File: src/rtl/mmio_pkg.sv
// Shared MMIO address map for the data-memory bus (print and input peripherals).
// Imported by the memory controller and by mmio_input_reader.
package mmio_pkg;

    localparam int          MMIO_DATA_W      = 32;
    localparam logic [31:0] PRINT_ADR        = 32'h8000_0064;
    localparam logic [31:0] INPUT_STATUS_ADR = 32'h8000_0068;
    localparam logic [31:0] INPUT_SWITCH_ADR = 32'h8000_006C;

    typedef enum logic [1:0] {
        SEL_NONE,
        SEL_STATUS,
        SEL_SWITCH
    } rd_sel_e;

    // Full 32-bit compare; the switch register sits one word above the status register.
    function automatic rd_sel_e decode_rd(input logic ren, input logic [31:0] adr,
                                          input logic [31:0] base);
        rd_sel_e sel;
        sel = SEL_NONE;
        if (ren && adr == base)
            sel = SEL_STATUS;
        else if (ren && adr == base + 32'd4)
            sel = SEL_SWITCH;
        return sel;
    endfunction

endpackage

File: src/rtl/debounce_cell.sv
// One input channel: 2-FF synchronizer followed by a saturating stability counter.
// The stable level only changes after DEBOUNCE_CYCLES consecutive differing synced samples.
module debounce_cell #(
    parameter int DEBOUNCE_CYCLES = 500000
) (
    input  logic clk,
    input  logic rst,
    input  logic raw,
    output logic stable
);

    localparam int                CNT_W   = $clog2(DEBOUNCE_CYCLES);
    localparam logic [CNT_W-1:0] CNT_MAX = CNT_W'(DEBOUNCE_CYCLES - 1);

    logic             sync1_reg;
    logic             sync2_reg;
    logic             stable_reg;
    logic             stable_next;
    logic [CNT_W-1:0] cnt_reg;
    logic [CNT_W-1:0] cnt_next;

    always_ff @(posedge clk or posedge rst) begin
        if (rst) begin
            sync1_reg  <= 1'b0;
            sync2_reg  <= 1'b0;
            stable_reg <= 1'b0;
            cnt_reg    <= '0;
        end else begin
            sync1_reg  <= raw;
            sync2_reg  <= sync1_reg;
            stable_reg <= stable_next;
            cnt_reg    <= cnt_next;
        end
    end

    // Any sample agreeing with the stable level restarts the count, so glitches never accumulate.
    always_comb begin
        cnt_next    = cnt_reg;
        stable_next = stable_reg;
        if (sync2_reg == stable_reg) begin
            cnt_next = '0;
        end else if (cnt_reg == CNT_MAX) begin
            stable_next = sync2_reg;
            cnt_next    = '0;
        end else begin
            cnt_next = cnt_reg + 1'b1;
        end
    end

    assign stable = stable_reg;

endmodule

File: src/rtl/mmio_input_reader.sv
// CPU-readable switch/button peripheral: debounced levels, sticky press events, 1-cycle load response.
// Optional MMIO_INPUT_IRQ_EN adds a registered irq output equal to the OR of pending events.
module mmio_input_reader
    import mmio_pkg::*;
#(
    parameter int          NUM_SW          = 16,
    parameter int          NUM_BTN         = 4,
    parameter int          DEBOUNCE_CYCLES = 500000,
    parameter logic [31:0] BASE_ADR        = INPUT_STATUS_ADR
) (
    input  logic                   clk,
    input  logic                   rst,
    input  logic [31:0]            MemoryAdr,
    input  logic                   ren,
    input  logic [NUM_SW-1:0]      sw_in,
    input  logic [NUM_BTN-1:0]     btn_in,
    output logic [MMIO_DATA_W-1:0] RdData,
    output logic                   RdValid
`ifdef MMIO_INPUT_IRQ_EN
    ,
    output logic                   irq
`endif
);

    logic [NUM_SW-1:0]      sw_stable;
    logic [NUM_BTN-1:0]     btn_stable;
    logic [NUM_BTN-1:0]     btn_prev_reg;
    logic [NUM_BTN-1:0]     btn_rise;
    logic [NUM_BTN-1:0]     evt_reg;
    logic [NUM_BTN-1:0]     evt_next;
    logic [NUM_BTN-1:0]     evt_clear;
    logic [MMIO_DATA_W-1:0] rd_data_reg;
    logic [MMIO_DATA_W-1:0] rd_data_next;
    logic                   rd_valid_reg;
    logic                   rd_valid_next;
    rd_sel_e                rd_sel;

    genvar gi;
    generate
        for (gi = 0; gi < NUM_SW; gi++) begin : g_sw
            debounce_cell #(
                .DEBOUNCE_CYCLES(DEBOUNCE_CYCLES)
            ) u_db (
                .clk   (clk),
                .rst   (rst),
                .raw   (sw_in[gi]),
                .stable(sw_stable[gi])
            );
        end
        for (gi = 0; gi < NUM_BTN; gi++) begin : g_btn
            debounce_cell #(
                .DEBOUNCE_CYCLES(DEBOUNCE_CYCLES)
            ) u_db (
                .clk   (clk),
                .rst   (rst),
                .raw   (btn_in[gi]),
                .stable(btn_stable[gi])
            );
        end
    endgenerate

    always_ff @(posedge clk or posedge rst) begin
        if (rst) begin
            btn_prev_reg <= '0;
            evt_reg      <= '0;
            rd_data_reg  <= '0;
            rd_valid_reg <= 1'b0;
        end else begin
            btn_prev_reg <= btn_stable;
            evt_reg      <= evt_next;
            rd_data_reg  <= rd_data_next;
            rd_valid_reg <= rd_valid_next;
        end
    end

    // A new press in the clearing cycle is OR'd in after the clear, so it survives to the next read.
    always_comb begin
        rd_sel        = decode_rd(ren, MemoryAdr, BASE_ADR);
        btn_rise      = btn_stable & ~btn_prev_reg;
        evt_clear     = (rd_sel == SEL_STATUS) ? evt_reg : '0;
        evt_next      = (evt_reg & ~evt_clear) | btn_rise;
        rd_data_next  = '0;
        rd_valid_next = 1'b0;
        case (rd_sel)
            SEL_STATUS: begin
                rd_data_next[NUM_BTN-1:0] = evt_reg;
                rd_valid_next             = 1'b1;
            end
            SEL_SWITCH: begin
                rd_data_next[NUM_SW-1:0] = sw_stable;
                rd_valid_next            = 1'b1;
            end
            default: begin
                rd_data_next  = '0;
                rd_valid_next = 1'b0;
            end
        endcase
    end

    assign RdData  = rd_data_reg;
    assign RdValid = rd_valid_reg;

`ifdef MMIO_INPUT_IRQ_EN
    logic irq_reg;

    always_ff @(posedge clk or posedge rst) begin
        if (rst)
            irq_reg <= 1'b0;
        else
            irq_reg <= |evt_next;
    end

    assign irq = irq_reg;
`endif

endmodule

File: config.mk
export PLATFORM = sky130hd
export DESIGN_NAME = mmio_input_reader
export DESIGN_NICKNAME = d
export VERILOG_FILES = /design/src/rtl/mmio_pkg.sv /design/src/rtl/debounce_cell.sv /design/src/rtl/mmio_input_reader.sv
export SDC_FILE = /design/constraint.sdc
export NUM_CORES = 1
export LEC_CHECK = 0
export BUFFER_PORTS_ARGS = -buffer_cell sky130_fd_sc_hd__buf_2
export CORE_MARGIN = 3
export CORE_UTILIZATION = 45
export CTS_CLUSTER_SIZE = 25
export DETAILED_ROUTE_END_ITERATION = 6
export GPL_TIMING_DRIVEN = 0
export PLACE_DENSITY_LB_ADDON = 0.2
export SYNTH_ARGS = -nofsm -noshare
export SYNTH_HDL_FRONTEND = slang
export SYNTH_HIERARCHICAL = 1
export SYNTH_SLANG_ARGS = --single-unit
File: constraint.sdc
create_clock -name clk -period 1.95 [get_ports clk]
set_input_delay 0.0975 -clock clk [delete_from_list [all_inputs] [get_ports clk]]
set_output_delay 0.0975 -clock clk [all_outputs]
set_load 0.01 [all_outputs]
==> impl_metrics.csv, run 1 <==
group,metric,value,unit
status,status,"complete, but fails checks",
status,violations,"DRC",
worst_setup_path,cp-start-kind,"flip-flop",
synth,synth-xor-area-share,11.47,%
final_layout,final_cell_count_no_fill,3020,
cts,htreeDepth,2,
power,irDropWorstVdd,0.5832,mV
synth,synth_area,22900,µm²
route,drtIter0Drc,974,
grt,grt_max_degree,26,
power,p_clk_share,47.4,%
power,seqPwrFrac,48.7,%
route,post_drt_wl_per_cell,15.26,µm
final_layout,drive_above_1_share,13.50,%
final_layout,largest_reg_flops,304,
cts,clk_latency,600,ps
synth,yosys_most_used_dff,"dfrtp_1",
synth,yosysSeqAreaShare,50.80,%
cts,cts_tree,"done",
synth,synth_edf_count,0,
synth,async_reset_ff_share,100.0,%
worst_setup_path,cp.required,2450,ps
synth,syn_avg_cell_area,10.65,µm²
route,drt_pre_antenna_iters,7,
timing,fin_crit_sh,93.51,%
place,gp_congestion,0.8361,
timing,max_slew_margin,41.38,%
run,maxCapViolations,0,
synth,synth_seq_cells,465,
final_layout,fin_nets,2384,
floorplanning,num_rows,82,
synth,synth_adder_area_share,1.093,%
floorplanning,initial_core_util,45.65,%
final_layout,num_antenna_cells,0,
cts,cts.sinks,465,
place,io_buffer_count,70,
cts,cts_buffers,51,
worst_setup_path,crit_arrival,2320,ps
grt,grt_pass1_vias,16108,
route,num_vias,16074,
route,ant_nets,0,
place,place_area,24150,µm²
floorplanning,die_w,231.6,µm
final_layout,area_growth,13.68,%
power,p_int,15.90,mW
synth,synthTopCellsByArea,"dfrtp_1 (51%), xor2_1 (6.1%), xnor2_1 (5.4%), nor2_1 (5.3%), nand3_1 (3.1%)",
place,placed_cells,2908,
timing,period_needed,1824,ps
cts,cts_resized,0,
worst_setup_path,crit_type,"reg2reg",
cts,cts_buffer_depth,3,
worst_setup_path,rr_startpoint,"g_sw[12].u_db/cnt_reg[0]$_DFF_PP0_",
synth,synth_cell_types,40,
power,swShare,22.07,%
synth,synth_cells,2151,
synth,synth_compound_area_share,4.261,%
worst_hold_path,hp-class,"in2async",
timing,slew_violations,0,
route,drcViolationCount,5,
power,switching_power,4.504,mW
power,p_leak,11.20,nW
floorplanning,fp.coreArea,50170,µm²
grt,antenna_found_initial,4,
timing,fin_skew,24.43,ps
worst_setup_path,cp.buffers_inverters,0,
worst_setup_path,critPathLaunch,"g_sw[12].u_db/cnt_reg[0]$_DFF_PP0_",
route,postRouteWirelength,46090,µm
worst_setup_path,end_kind,"flip-flop",
worst_setup_path,cpMaxStageDelayCell,"or4b_1",
floorplanning,ioPinCount,88,
timing,hold_slack,45.21,ps
cts,clk_pin_slew,60,ps
synth,synth.most_common_cell,"dfrtp_1",
synth,yosysTopAreaCellShare,50.80,%
timing,hold_viol,0,
route,viasPerCell,5.323,
timing,worst_pin_slew,878.3,ps
grt,overflow,0,
worst_setup_path,cpPeakStageDelay,460,ps
worst_setup_path,crit_chain,"ha_1, nand3_1, nor2_1, or4b_1, a21oi_1",
final_layout,fin_area,26040,µm²
floorplanning,die_h,231.6,µm
place,place_hpwl,31560,µm
final_layout,fill_cells,4522,
synth,yosys_warnings,6,
worst_setup_path,worst_path_dominant_cell_family,"simple AND/OR/NAND/NOR gates",
synth,synth_top_family_by_area,"simple AND/OR/NAND/NOR gates",
grt,grtUsageTotal,17.47,%
timing,max_clock_freq,548.4,MHz
power,power.density,783.6,nW/µm²
synth,synthSimpleGateAreaFrac,26.36,%
timing,rsz0062_at_grt,"no",
timing,setup-violations-final,0,
synth,yosys.area.top_type,"dfrtp_1",
floorplanning,die_area,53640,µm²
worst_setup_path,path_max_fanout,6,
synth,synth.area.mux_share,1.486,%
synth,synth_common_cells,"dfrtp_1 (465), nor2_1 (324), xor2_1 (160)",
power,combPwrFrac,4.0,%
grt,grt_pass1_wl,78850,µm
cts,cts_root_buf,"clkbuf_16",
-- kinds of logic (layout without fill, tap and decap cells) --
group / count (synthesis) / in the layout
and+or+nand+nor: 1068 / 1068
DFF: 465 / 465
buffers and inverters: 125 / 307
AOI/OAI and AO/OA: 148 / 148
muxes: 24 / 24
adders and majority gates: 20 / 20
other: 1 / 16
xor gates and xnor gates: 300 / 300
-- placed cells by master, fill, tap and decap left out, drive strengths merged, types with 45 or more instances in the layout --
master / instances
and3: 60
dfrtp: 465
xnor2: 140
nor2: 324
clkbuf: 109
nand4: 82
xor2: 160
nand2: 120
and4: 60
nor4: 45
a21oi: 60
nand3: 140
buf: 127
-- per-stage QoR --
step | utilization (%) | setup WS (ps) | TNS, ps | power [mW]
floorplan | - | 306.8 | 0 | 10.64
global placement | 48.14 | 13.47 | 0 | 10.88
detailed placement | 48.14 | -16.84 | -16.84 | 10.90
CTS | 51.90 | 129.8 | 0 | 20.78
global route | 51.90 | 1.475 | 0 | 21.28
finish | 51.90 | 126.5 | 0 | 20.40
-- layer usage --
| layer | vias up | global-route usage [%] | wire length, µm |
|---|---|---|---|
| met5 | - | 0 | 34 |
| met4 | 6 | 4.648 | 985 |
| met3 | 77 | 3.859 | 2182 |
| met2 | 213 | 27.76 | 20910 |
| met1 | 7874 | 24.29 | 21980 |
| li1 | 7904 | - | - |
-- worst register-to-register path, stage by stage, from the launching register on --
cell,delay (ps)
dfrtp_1,380
ha_1,240
nand3_1,240
nor2_1,240
or4b_1,460
a21oi_1,170
-- power groups by stage --
stage	Sequential (mW)	Clock [mW]	Combinational [mW]
floorplan	10.1	0	0.582
global placement	10.1	0	0.789
global route	9.94	10.4	0.930
CTS	9.92	10.0	0.842
detailed placement	10.1	0	0.806
finish	9.93	9.66	0.811
-- path summary, 6_finish.rpt --
check	end	slack (ps)	depth (start not counted)
min in group clk	RdData[1]$_DFF_PP0_	80	3
setup / recovery	g_sw[12].u_db/cnt_reg[18]$_DFF_PP0_	130	5
max in group asynchronous	g_sw[3].u_db/cnt_reg[2]$_DFF_PP0_	1330	2
hold reg to reg	g_sw[13].u_db/sync2_reg$_DFF_PP0_	350	0
setup reg to reg	g_sw[12].u_db/cnt_reg[18]$_DFF_PP0_	130	5
hold / removal	RdData[11]$_DFF_PP0_	50	2
-- repair_timing --
item / in CTS / in global routing
endpoints found under the hold margin: 20 / 0
buffers inserted: 0 / 0
hold buffers: 20 / 0
-- area by class of cell --
type                       instances  area [µm²]  share of cell area, %
clock buffer                      68        1420                  5.454
timing repair buffer              90       550.5                  2.114
buffer                            98       932.1                  3.580
clock inverter                    24       265.3                  1.019
tap                              672       840.8                  3.229
multi-input combinational       1576       10290                  39.52
inverter                          27       101.3                 0.3892
sequential                       465       11640                  44.69
Power figures use the tool's default switching activity.
==> inputs of run 2 (changes only) <==
--- a/config.mk
+++ b/config.mk
@@ -6,6 +6,7 @@
 export NUM_CORES = 1
 export LEC_CHECK = 0
 export BUFFER_PORTS_ARGS = -buffer_cell sky130_fd_sc_hd__buf_2
+export CORE_ASPECT_RATIO = 1.25
 export CORE_MARGIN = 3
 export CORE_UTILIZATION = 45
 export CTS_CLUSTER_SIZE = 25
==> constraint.sdc (replaced) <==
create_clock -name clk -period 1.95 [get_ports clk]
set_input_delay 0.0975 -clock clk [delete_from_list [all_inputs] [get_ports clk]]
set_output_delay 0.0975 -clock clk [all_outputs]
set_load 0.1 [all_outputs]
==> impl_metrics.csv, run 2 (synthesized netlist as in run 1, its figures left out) <==
group,metric,value,unit
final_layout,regArea,11640,µm²
route,drtIter0Drc,834,
power,seqPwrFrac,47.0,%
power,switching_power,4.581,mW
timing,fin_crit_sh,93.59,%
power,power.density,807.2,nW/µm²
route,post_drt_wl_per_cell,15.21,µm
final_layout,post-route-util,52.43,%
worst_hold_path,hp-class,"in2async",
grt,grt_pass1_vias,16604,
timing,max_clock_freq,547.9,MHz
timing,setup-violations-final,0,
place,place_hpwl,31220,µm
final_layout,num_antenna_cells,0,
final_layout,fin_area,26150,µm²
final_layout,final_common_cell,"dfrtp_1",
floorplanning,die_area,53660,µm²
final_layout,area_growth,14.15,%
timing,slew_violations,0,
cts,cts_buffers,50,
route,drcViolationCount,0,
timing,fin_skew,15.96,ps
worst_setup_path,path_max_fanout,10,
floorplanning,die_w,207.8,µm
worst_setup_path,crit_type,"reg2reg",
status,status,"completed",
cts,cts.sinks,465,
floorplanning,initial_core_util,45.93,%
timing,max_slew_margin,42.19,%
worst_setup_path,r2r-end,"g_sw[13].u_db/cnt_reg[8]$_DFF_PP0_",
final_layout,fill_cells,4437,
power,p_int,16.52,mW
cts,clk_latency,580,ps
cts,clk_pin_slew,60,ps
run,maxCapViolations,0,
timing,worst_pin_slew,866.2,ps
floorplanning,die_h,258.2,µm
place,gp_congestion,0.8247,
route,drt_pre_antenna_iters,5,
timing,period_needed,1825,ps
worst_setup_path,rr_startpoint,"g_sw[13].u_db/cnt_reg[11]$_DFF_PP0_",
power,swShare,21.71,%
timing,hold_viol,0,
place,io_buffer_count,70,
worst_setup_path,rr_worst_depth,6,
timing,fin_ws,124.9,ps
cts,cts_buffer_depth,3,
worst_setup_path,cp.required,2410,ps
power,p_clk_share,48.6,%
final_layout,drive_above_1_share,13.72,%
power,power,21.10,mW
grt,grtUsageTotal,17.25,%
worst_setup_path,cpMaxStageDelayCell,"or4_4",
floorplanning,num_rows,91,
final_layout,largest_reg_flops,304,
cts,htreeDepth,2,
floorplanning,fp.coreArea,49870,µm²
power,p_leak,11.26,nW
grt,overflow,0,
route,ant_nets,0,
grt,grt_max_degree,26,
route,viasPerCell,5.421,
floorplanning,ioPinCount,88,
cts,cts_tree,"done",
final_layout,fin_nets,2383,
grt,antenna_found_initial,3,
grt,grt_pass1_wl,79710,µm
worst_setup_path,cpPeakStageDelay,550,ps
place,place_ws,-218.4,ps
worst_setup_path,crit_chain,"or4_4, nor3_2, a21bo_1, buf_6, buf_12, nor2_1",
timing,finalSetupTns,0,ps
worst_setup_path,crit_arrival,2280,ps
worst_setup_path,cp-start-kind,"flip-flop",
worst_setup_path,reg2reg_slack,120,ps
worst_setup_path,end_kind,"flip-flop",
route,num_vias,16252,
cts,cts_root_buf,"clkbuf_16",
power,combPwrFrac,4.4,%
timing,rsz0062_at_grt,"no",
place,place_area,24130,µm²
power,irDropWorstVdd,0.5393,mV
final_layout,multi_input_area,10300,µm²
final_layout,layout_common_cells,"dfrtp_1 (465), nor2_1 (324), xor2_1 (160)",
route,postRouteWirelength,45610,µm
## run 2: changes by cell type in the layout (fill, tap and decap cells not counted), sizes merged
| cell | before | now |
|---|---|---|
| bufinv | 5 | 8 |
| clkbuf | 109 | 111 |
| clkinv | 14 | 9 |
| clkinvlp | 2 | 3 |
| inv | 30 | 28 |
## run 2: worst max-delay path, delay by kind of cell (launching register included)
family	cells	cell delay, ps
flops	1	430
simple gates	3	860
compound gates	1	160
buf+inv	2	260
## run 2: timing repair
action,CTS,global route
setup buffers,0,0
resized for setup,0,1
hold buffers,20,0
hold endpoints to repair,20,0
setup endpoints to repair,0,1
## run 2: worst max-delay path by stage
stage | slack (ps) | cells after the start | to | from
2_1_floorplan | 310 | 6 | g_btn[0].u_db/cnt_reg[10]$_DFF_PP0_ | g_btn[0].u_db/cnt_reg[11]$_DFF_PP0_
3_3_place_gp | -170 | 6 | RdData[14]$_DFF_PP0_ | MemoryAdr[1]
3_5_place_dp | -220 | 6 | RdData[14]$_DFF_PP0_ | MemoryAdr[12]
4_1_cts | 120 | 6 | g_sw[15].u_db/cnt_reg[12]$_DFF_PP0_ | g_sw[15].u_db/cnt_reg[11]$_DFF_PP0_
5_1_grt | 7 | 5 | g_btn[3].u_db/cnt_reg[18]$_DFF_PP0_ | g_btn[3].u_db/cnt_reg[0]$_DFF_PP0_
6_report | 120 | 6 | g_sw[13].u_db/cnt_reg[8]$_DFF_PP0_ | g_sw[13].u_db/cnt_reg[11]$_DFF_PP0_
## run 2: routing by layer
| layer | vias to the layer above | routed length (µm) | global-route usage, % |
|---|---|---|---|
| met5 | - | 24 | 0 |
| met4 | 4 | 1150 | 5.321 |
| met3 | 78 | 1965 | 3.645 |
| met2 | 239 | 21600 | 28.60 |
| met1 | 8016 | 20880 | 22.89 |
| li1 | 7915 | - | - |
## run 2: final cells by class
cell class	count	area share, %
buffer	98	3.565
timing repair buffer	90	2.106
clock buffer	70	5.728
clock inverter	21	1.211
tap	651	3.115
multi-input combinational	1576	39.38
inverter	27	0.3876
sequential	465	44.51
## run 2: power by group through the flow
stage / Combinational, mW / Clock (mW) / Sequential (mW)
3_5_place_dp: 0.921 / 0 / 10.1
5_1_grt: 1.05 / 11.1 / 9.94
4_1_cts: 0.958 / 10.6 / 9.92
3_3_place_gp: 0.910 / 0 / 10.1
2_1_floorplan: 0.703 / 0 / 10.1
6_report: 0.929 / 10.2 / 9.93
## run 2: metrics by stage
step | instances | hold WS [ps]
4_1_cts | 2998 | 22.74
3_5_place_dp | 2887 | 206.8
3_3_place_gp | 2887 | 205.1
5_1_grt | 2998 | 58.74
6_report | 2998 | 24.67
2_1_floorplan | 2166 | 86.73
